--- config.mk ---
export PLATFORM = sky130hd
export DESIGN_NAME = sdram_port_arbiter
export DESIGN_NICKNAME = d
export VERILOG_FILES = /design/src/rtl/sdram_port_arbiter.sv
export SDC_FILE = /design/constraint.sdc
export NUM_CORES = 1
export LEC_CHECK = 0
export BUFFER_PORTS_ARGS = -buffer_cell sky130_fd_sc_hd__buf_2
export CAP_MARGIN = 15
export CORE_AREA = 3 3 82 103
export DETAILED_ROUTE_END_ITERATION = 8
export DIE_AREA = 0 0 85 106
export PLACE_DENSITY = 0.95
export SLEW_MARGIN = 20
export SYNTH_ARGS = -nofsm -noshare
export SYNTH_HDL_FRONTEND = slang
export SYNTH_SLANG_ARGS = --single-unit
--- constraint.sdc ---
create_clock -name clk_sys -period 4.3 [get_ports clk_sys]
set_clock_uncertainty 0.1 [all_clocks]
set_input_delay 0.86 -clock clk_sys [delete_from_list [all_inputs] [get_ports clk_sys]]
set_output_delay 0.86 -clock clk_sys [all_outputs]
set_load 0.02 [all_outputs]
--- src/rtl/sdram_port_arbiter.sv ---
// Shares the single SDRAM controller port between the C64 bus, ioctl and REU DMA requesters.
// Define REU_PORT_EN to arbitrate the REU port (p2); otherwise p2 is ignored and its outputs tie to 0.
module sdram_port_arbiter #(
    parameter int unsigned ADDR_W        = 25,
    parameter int unsigned MAX_C64_BURST = 4,
    parameter int unsigned TIMEOUT       = 255
) (
    input  logic              clk_sys,
    input  logic              reset_n,
    input  logic              p0_req,
    input  logic              p0_we,
    input  logic [ADDR_W-1:0] p0_addr,
    input  logic [7:0]        p0_wdata,
    output logic [7:0]        p0_rdata,
    output logic              p0_ack,
    output logic              p0_err,
    input  logic              p1_req,
    input  logic              p1_we,
    input  logic [ADDR_W-1:0] p1_addr,
    input  logic [7:0]        p1_wdata,
    output logic [7:0]        p1_rdata,
    output logic              p1_ack,
    output logic              p1_err,
    input  logic              p2_req,
    input  logic              p2_we,
    input  logic [ADDR_W-1:0] p2_addr,
    input  logic [7:0]        p2_wdata,
    output logic [7:0]        p2_rdata,
    output logic              p2_ack,
    output logic              p2_err,
    output logic              mem_req,
    output logic              mem_we,
    output logic [ADDR_W-1:0] mem_addr,
    output logic [7:0]        mem_din,
    input  logic [7:0]        mem_dout,
    input  logic              mem_ack,
    output logic              busy
);

    localparam int unsigned RUN_W = $clog2(MAX_C64_BURST + 1);
    localparam logic [RUN_W-1:0] RUN_MAX = RUN_W'(MAX_C64_BURST);
    localparam logic [7:0] TMO_LAST = 8'(TIMEOUT - 1);

    typedef enum logic [1:0] {S_IDLE, S_WAIT, S_DONE} state_t;

    state_t              state_q, state_d;
    logic [1:0]          win_q, win_d;
    logic [7:0]          timer_q, timer_d;
    logic [RUN_W-1:0]    run_q, run_d;
    logic                mem_req_q, mem_req_d;
    logic                mem_we_q, mem_we_d;
    logic [ADDR_W-1:0]   mem_addr_q, mem_addr_d;
    logic [7:0]          mem_din_q, mem_din_d;
    logic [2:0]          ack_q, ack_d;
    logic [2:0]          err_q, err_d;
    logic [2:0][7:0]     rdata_q, rdata_d;
    logic                busy_q, busy_d;

    logic                p2_req_eff;
    logic                bg_pend;
    logic                any_req;
    logic [1:0]          rr_pick;
    logic [1:0]          grant;
    logic                sel_we;
    logic [ADDR_W-1:0]   sel_addr;
    logic [7:0]          sel_wdata;

`ifdef REU_PORT_EN
    logic last_bg_q, last_bg_d;   // 1 = p2 was the last background grant
    assign p2_req_eff = p2_req;
    assign rr_pick    = last_bg_q ? 2'd1 : 2'd2;
    assign p2_rdata   = rdata_q[2];
    assign p2_ack     = ack_q[2];
    assign p2_err     = err_q[2];
`else
    logic unused_p2;
    assign unused_p2  = ^{p2_req, ack_q[2], err_q[2], rdata_q[2]};
    assign p2_req_eff = 1'b0;
    assign rr_pick    = 2'd1;
    assign p2_rdata   = 8'h00;
    assign p2_ack     = 1'b0;
    assign p2_err     = 1'b0;
`endif

    // Winner: C64 first unless its burst allowance is spent while a background port waits.
    always_comb begin
        bg_pend = p1_req | p2_req_eff;
        any_req = p0_req | bg_pend;
        if (p0_req && !(bg_pend && run_q == RUN_MAX)) begin
            grant = 2'd0;
        end else if (p1_req && p2_req_eff) begin
            grant = rr_pick;
        end else if (p1_req) begin
            grant = 2'd1;
        end else begin
            grant = 2'd2;
        end
    end

    always_comb begin
        sel_we    = p0_we;
        sel_addr  = p0_addr;
        sel_wdata = p0_wdata;
        case (grant)
            2'd1: begin
                sel_we    = p1_we;
                sel_addr  = p1_addr;
                sel_wdata = p1_wdata;
            end
            2'd2: begin
                sel_we    = p2_we;
                sel_addr  = p2_addr;
                sel_wdata = p2_wdata;
            end
            default: ;
        endcase
    end

    always_comb begin
        state_d    = state_q;
        win_d      = win_q;
        timer_d    = timer_q;
        run_d      = run_q;
        mem_req_d  = mem_req_q;
        mem_we_d   = mem_we_q;
        mem_addr_d = mem_addr_q;
        mem_din_d  = mem_din_q;
        ack_d      = '0;
        err_d      = '0;
        rdata_d    = rdata_q;
`ifdef REU_PORT_EN
        last_bg_d  = last_bg_q;
`endif
        unique case (state_q)
            S_IDLE: begin
                if (any_req) begin
                    state_d    = S_WAIT;
                    win_d      = grant;
                    timer_d    = '0;
                    mem_req_d  = 1'b1;
                    mem_we_d   = sel_we;
                    mem_addr_d = sel_addr;
                    mem_din_d  = sel_wdata;
                    if (grant == 2'd0) begin
                        if (bg_pend && run_q != RUN_MAX) run_d = run_q + RUN_W'(1);
                    end else begin
                        run_d = '0;
`ifdef REU_PORT_EN
                        last_bg_d = (grant == 2'd2);
`endif
                    end
                end
            end
            S_WAIT: begin
                // A controller ack on the timeout edge still counts as a normal completion.
                if (mem_ack) begin
                    mem_req_d    = 1'b0;
                    ack_d[win_q] = 1'b1;
                    if (!mem_we_q) rdata_d[win_q] = mem_dout;
                    state_d      = S_DONE;
                end else if (timer_q == TMO_LAST) begin
                    mem_req_d      = 1'b0;
                    ack_d[win_q]   = 1'b1;
                    err_d[win_q]   = 1'b1;
                    rdata_d[win_q] = 8'hFF;
                    state_d        = S_DONE;
                end else begin
                    timer_d = timer_q + 8'd1;
                end
            end
            S_DONE:  state_d = S_IDLE;
            default: state_d = S_IDLE;
        endcase
        if (!bg_pend) run_d = '0;
        busy_d = (state_d != S_IDLE);
    end

    always_ff @(posedge clk_sys or negedge reset_n) begin
        if (!reset_n) begin
            state_q    <= S_IDLE;
            win_q      <= 2'd0;
            timer_q    <= '0;
            run_q      <= '0;
            mem_req_q  <= 1'b0;
            mem_we_q   <= 1'b0;
            mem_addr_q <= '0;
            mem_din_q  <= '0;
            ack_q      <= '0;
            err_q      <= '0;
            rdata_q    <= '0;
            busy_q     <= 1'b0;
`ifdef REU_PORT_EN
            last_bg_q  <= 1'b1;
`endif
        end else begin
            state_q    <= state_d;
            win_q      <= win_d;
            timer_q    <= timer_d;
            run_q      <= run_d;
            mem_req_q  <= mem_req_d;
            mem_we_q   <= mem_we_d;
            mem_addr_q <= mem_addr_d;
            mem_din_q  <= mem_din_d;
            ack_q      <= ack_d;
            err_q      <= err_d;
            rdata_q    <= rdata_d;
            busy_q     <= busy_d;
`ifdef REU_PORT_EN
            last_bg_q  <= last_bg_d;
`endif
        end
    end

    assign p0_rdata = rdata_q[0];
    assign p0_ack   = ack_q[0];
    assign p0_err   = err_q[0];
    assign p1_rdata = rdata_q[1];
    assign p1_ack   = ack_q[1];
    assign p1_err   = err_q[1];
    assign mem_req  = mem_req_q;
    assign mem_we   = mem_we_q;
    assign mem_addr = mem_addr_q;
    assign mem_din  = mem_din_q;
    assign busy     = busy_q;

endmodule
After elaboration in Yosys (flattened, before gate mapping)
Cells that the tools add are included.
{"block": "word_totals", "reg_bits": 79, "input_bits": 116, "output_inout_bits": 66}
{"block": "classes", "add_sub_neg": 2, "n_lt_le_gt_ge": 2, "n_eq_ne": 14, "mux": 35, "n_bitwise": 2, "reduce_logical": 15}
{"operator": "24-bit 2-to-1 mux", "count": 3}
{"operator": "25-bit case mux with 2 select lines", "count": 1}
{"operator": "8-bit 2-to-1 mux", "count": 4}
{"operator": "8-bit case mux with 2 select lines", "count": 2}
{"operator": "24-bit bitwise mux", "count": 1}
{"operator": "24-bit OR", "count": 1}
{"operator": "2-bit 2-to-1 mux", "count": 10}
{"operator": "8-bit demux with 2-bit select", "count": 1}
{"operator": "3-bit 2-to-1 mux", "count": 5}
{"operator": "3-bit AND reduction", "count": 3}
{"operator": "8-bit by 1-bit adder with 8-bit output (second input constant)", "count": 1}
{"operator": "8-bit == test (second input constant)", "count": 1}
{"operator": "2-bit inequality test (second input constant)", "count": 4}
{"operator": "3-bit inequality test (second input constant)", "count": 2}
{"operator": "2-bit nonzero test", "count": 3}
{"operator": "2-bit by 1-bit == test with 1-bit output (second input constant)", "count": 2}
{"operator": "1-bit logical AND", "count": 4}
{"operator": "2-bit logical NOT", "count": 2}
{"operator": "1-bit 2-to-1 mux", "count": 4}
{"operator": "2-bit by 1-bit inequality test with 1-bit output (second input constant)", "count": 2}
{"operator": "1-bit case mux with 2 select lines", "count": 2}
{"operator": "2-bit case mux with 2 select lines", "count": 1}
{"operator": "4-bit AND reduction", "count": 1}
{"operator": "3-bit by 1-bit adder with 3-bit output (second input constant)", "count": 1}
{"operator": "9 further kinds", "count": 9}

Longest topological paths before layout
{"block": "depth", "ltp_word": 10, "depth_mapped": 7, "ltp_nobuf": 5}

Worst setup path after synthesis
Ideal clock, no wire load.
{"block": "synth_timing", "path_type": "input to register", "start": "in p1_req", "end": "reg mem_addr_q[20], in the netlist mem_addr[20]", "setup_ps": 126, "t_arrival_ps": 1756, "t_required_ps": 4074, "slack_ps": 2318, "path_stages": 4, "path_buffers": 2, "cell_sequence": "clkbuf_1 -> o21ai_1 -> buf_2 -> a221o_1"}
{"block": "synth_via", "elab_chain_cells": 6, "elab_cells_between_ends": 10}
{"element": "start, declared", "line": "17", "rtl": "input logic p1_req,"}
{"element": "1-bit logical AND", "line": "89", "rtl": "if (p0_req && !(bg_pend && run_q == RUN_MAX)) begin"}
{"element": "1-bit logical NOT", "line": "89"}
{"element": "1-bit logical AND", "line": "89"}
{"element": "2-bit 2-to-1 mux", "line": "89"}
{"element": "2-bit == test / 2-bit by 1-bit == test with 1-bit output (equally long branches)", "line": "104", "rtl": "case (grant)"}
{"element": "25-bit case mux with 2 select lines", "line": "104"}
{"element": "end signal, assigned", "line": "202", "rtl": "mem_addr_q <= mem_addr_d;"}
{"element": "end, declared", "line": "52", "rtl": "logic [ADDR_W-1:0] mem_addr_q, mem_addr_d;"}
Several ways; a longest one is shown, not always the timed one.
A chain may end at the register's enable or synchronous reset.

Worst setup path in the final report
{"block": "layout_timing", "start": "in p1_req", "end": "reg mem_addr_q[13], in the netlist mem_addr[13]"}
Same word-level chain as after synthesis.

==> results.cfg <==
[synth]
synthCells = 380
synth_cell_types = 45
ys_seq_area_share_pct = 47.3
postSynthAreaPerCell_um2 = 9.88
netlist_area_um2 = 3760
ys_seq_elements = 71
yosysWarnings = 0

[die]
start_util_pct = 50.2
rows = 35
io_pins = 182
core_region_area_um2 = 7490
die_w_um = 85
die_y_um = 106
die_area_um2 = 9010

[route]
avgViaCountPerCell = 6.16
drt_iter0_markers = 261
wl_mm = 10.6
dr_total_vias = 3638
dr.pass1.iters = 5
drc = 0
ant_nets = 0
routedWlPerCell_um = 17.9

[placement]
gp_congestion = 0.832
placedCellCount = 576
place_hpwl_mm = 7.34
portBuffers = 136

[finish]
area_growth_pct = 22.8
multi_input_area_um2 = 1780
fillers = 648
seq_area_um2 = 1780
n_antenna_cell = 0
drive_gt1_share_pct = 34.7
nets = 615
instances_no_fill = 591

[timing]
fmax_mhz = 386
setup_tns_ps = 0
min_period_ps = 2590
maxSlewViolCount = 0
rsz0062_at_grt = false
tightest_slew_ps = 1040
hold-worst-slack_ps = 411
finalCritPeriodShare_pct = 60.3
finalSetupViolations = 0
hold_violations = 0
relSlewSlack_pct = 30.9

[hold_path]
hold_class = flip-flop to flip-flop

[worst_setup_path]
cp.required_ps = 4420
slowest_stage = nand3_1
reg2regPathDepth = 4
slowest_delay_ps = 500
reg2reg_slack_ps = 2040
timing.rr.start = state_q[1]
worstSetupEndpointType = flip-flop
start_kind = input pin
crit_chain = buf_2 -> nand3_1 -> buf_4 -> and4_1 -> a221o_1
r2r-end = mem_addr[13]
setup.worst_path.class = input pin to flip-flop
crit_fanout = 31
crit_arrival_ps = 2710
critPathLaunch = p1_req
crit_path_end = mem_addr[13]

[cts]
cts_max_level = 3
cts_tree = yes
clockRootBuffer = clkbuf_8
hold_buffers = 0
cts.clk_slew.worst_paths_ps = 80
clock-sinks = 71
clockBufferDepth = 2
post_cts_buffers = 0
cts_buffers = 9
post_cts_resized = 0
clk_latency_ps = 340

[global_route]
grt_max_degree = 65
antenna_found_initial = 0
grt_pass1_vias = 3515
track_usage_pct = 23.1
grt_pass1_wl_mm = 16.9
overflow = 0

[power]
peakVddDrop_mv = 0.330
power_density_nw_per_um2 = 642
p_leak_nw = 2.20

[run_status]
status = finished clean

[job]
drv_cap = 0
[logic make-up after synthesis]
group                      synth area share [%]
muxes                                      5.86
and+or+nand+nor                            20.3
AOI/OAI and AO/OA                          18.0
other                                    0.0998
buffers and inverters                      7.13
adders and majority gates                  1.33
DFF                                        47.3
[Yosys cell counts, drive strengths merged]
| cell type | n | area share, % |
|---|---|---|
| conb | 1 | 0.10 |
| nand3 | 29 | 3.9 |
| nor3b | 2 | 0.40 |
| a221o | 8 | 2.1 |
| or3 | 2 | 0.33 |
| or3b | 8 | 1.9 |
| and2 | 2 | 0.33 |
| clkbuf | 25 | 2.5 |
| nand4bb | 1 | 0.30 |
| buf | 22 | 3.9 |
| o21ai | 35 | 4.7 |
| or2 | 1 | 0.17 |
| nand4 | 30 | 5.2 |
| nor2 | 20 | 2.0 |
| o31ai | 1 | 0.20 |
| o2111ai | 26 | 6.1 |
| o211ai | 1 | 0.20 |
| o31a | 1 | 0.23 |
| o22ai | 1 | 0.17 |
| a21oi | 22 | 2.9 |
| and3 | 3 | 0.50 |
| and4 | 9 | 2.1 |
| a21o | 1 | 0.20 |
| nand2b | 2 | 0.33 |
| clkinv | 1 | 0.10 |
| nor4bb | 1 | 0.27 |
| nand2 | 8 | 0.80 |
| nor2b | 1 | 0.17 |
| nor3 | 1 | 0.13 |
| dfrtp | 71 | 47 |
| nor4 | 4 | 0.67 |
| nand4b | 1 | 0.23 |
| a211o | 1 | 0.23 |
| ha | 4 | 1.3 |
| a311oi | 1 | 0.23 |
| a211oi | 2 | 0.73 |
| nor4b | 2 | 0.47 |
| nand3b | 1 | 0.20 |
| inv | 6 | 0.60 |
| mux2i | 22 | 5.9 |
[where the power goes]
| group | switching (mW) | leakage, nW | internal (mW) |
|---|---|---|---|
| Sequential | 0.192 | 0.917 | 0.914 |
| Clock | 0.249 | 0.0871 | 0.262 |
| Combinational | 0.861 | 1.19 | 0.482 |
[worst min path at each step]
| stage | start | cells after the start | to | slack [ps] |
|---|---|---|---|---|
| after floorplan | win_q[1] | 1 | err_q[0] | 400 |
| after global placement | mem_req | 1 | mem_req | 380 |
| after detailed placement | mem_addr[22] | 2 | mem_addr[22] | 400 |
| after CTS | mem_addr[12] | 2 | mem_addr[12] | 420 |
| after global routing | mem_addr[14] | 1 | mem_addr[14] | 440 |
| final | mem_addr[5] | 2 | mem_addr[5] | 410 |
[layout by cell type, fill, tap and decap left out, types with 3 or more instances in the layout]
cell type / Yosys / layout
conb_1: 1 / 10
a21oi_1: 22 / 22
nand2_1: 8 / 8
clkinvlp_4: 0 / 3
nor4_1: 4 / 4
buf_2: 10 / 135
buf_4: 10 / 7
and4_1: 9 / 9
nor2_1: 20 / 18
nand3_1: 29 / 29
inv_1: 6 / 6
nand4_1: 29 / 29
and3_1: 3 / 3
dfrtp_1: 71 / 71
or3b_2: 8 / 8
a221o_1: 8 / 8
ha_1: 4 / 4
o21ai_0: 34 / 34
clkbuf_8: 0 / 9
mux2i_1: 22 / 22
o2111ai_1: 26 / 26
[final cells by class]
type | instances | area share, %
multi-input cells | 264 | 38.6
flip-flops and latches | 71 | 38.5
repair buffers | 142 | 15.8
clock buffers | 9 | 2.69
well taps | 92 | 2.50
clock inverters | 6 | 1.36
inverters | 7 | 0.570
[critical path: cells and delay by family]
| family | cells | cell delay (ps) |
|---|---|---|
| buf+inv | 2 | 860 |
| simple gates | 2 | 720 |
| compound gates | 1 | 260 |
[through the flow]
| step | cell area, um2 | worst slack, ps | total power, mW | utilization, % |
|---|---|---|---|---|
| floorplan | 3790 | 2320 | 2.00 | - |
| global placement | 4410 | 1410 | 2.38 | 58.9 |
| detailed placement | 4420 | 1380 | 2.46 | 59.0 |
| CTS | 4610 | 1760 | 2.97 | 61.5 |
| global route | 4610 | 1650 | 3.15 | 61.6 |
| finish | 4610 | 1710 | 2.96 | 61.6 |
[registers in the layout (all words and copies together), names as in the netlist, 3 cells and up]
| name | flops |
|---|---|
| mem_din | 8 |
| p0_rdata | 8 |
| p1_rdata | 8 |
| timer_q | 8 |
| mem_addr | 25 |
| run_q | 3 |
[routing by layer]
layer	part of all wire [%]	up-vias	track usage [%]
li1	-	1661	-
met1	40	1754	29.0
met2	50	202	38.4
met3	7.5	21	4.65
met4	2.2	0	10.1
met5	0	-	0
(Power assumes the default switching activity.)
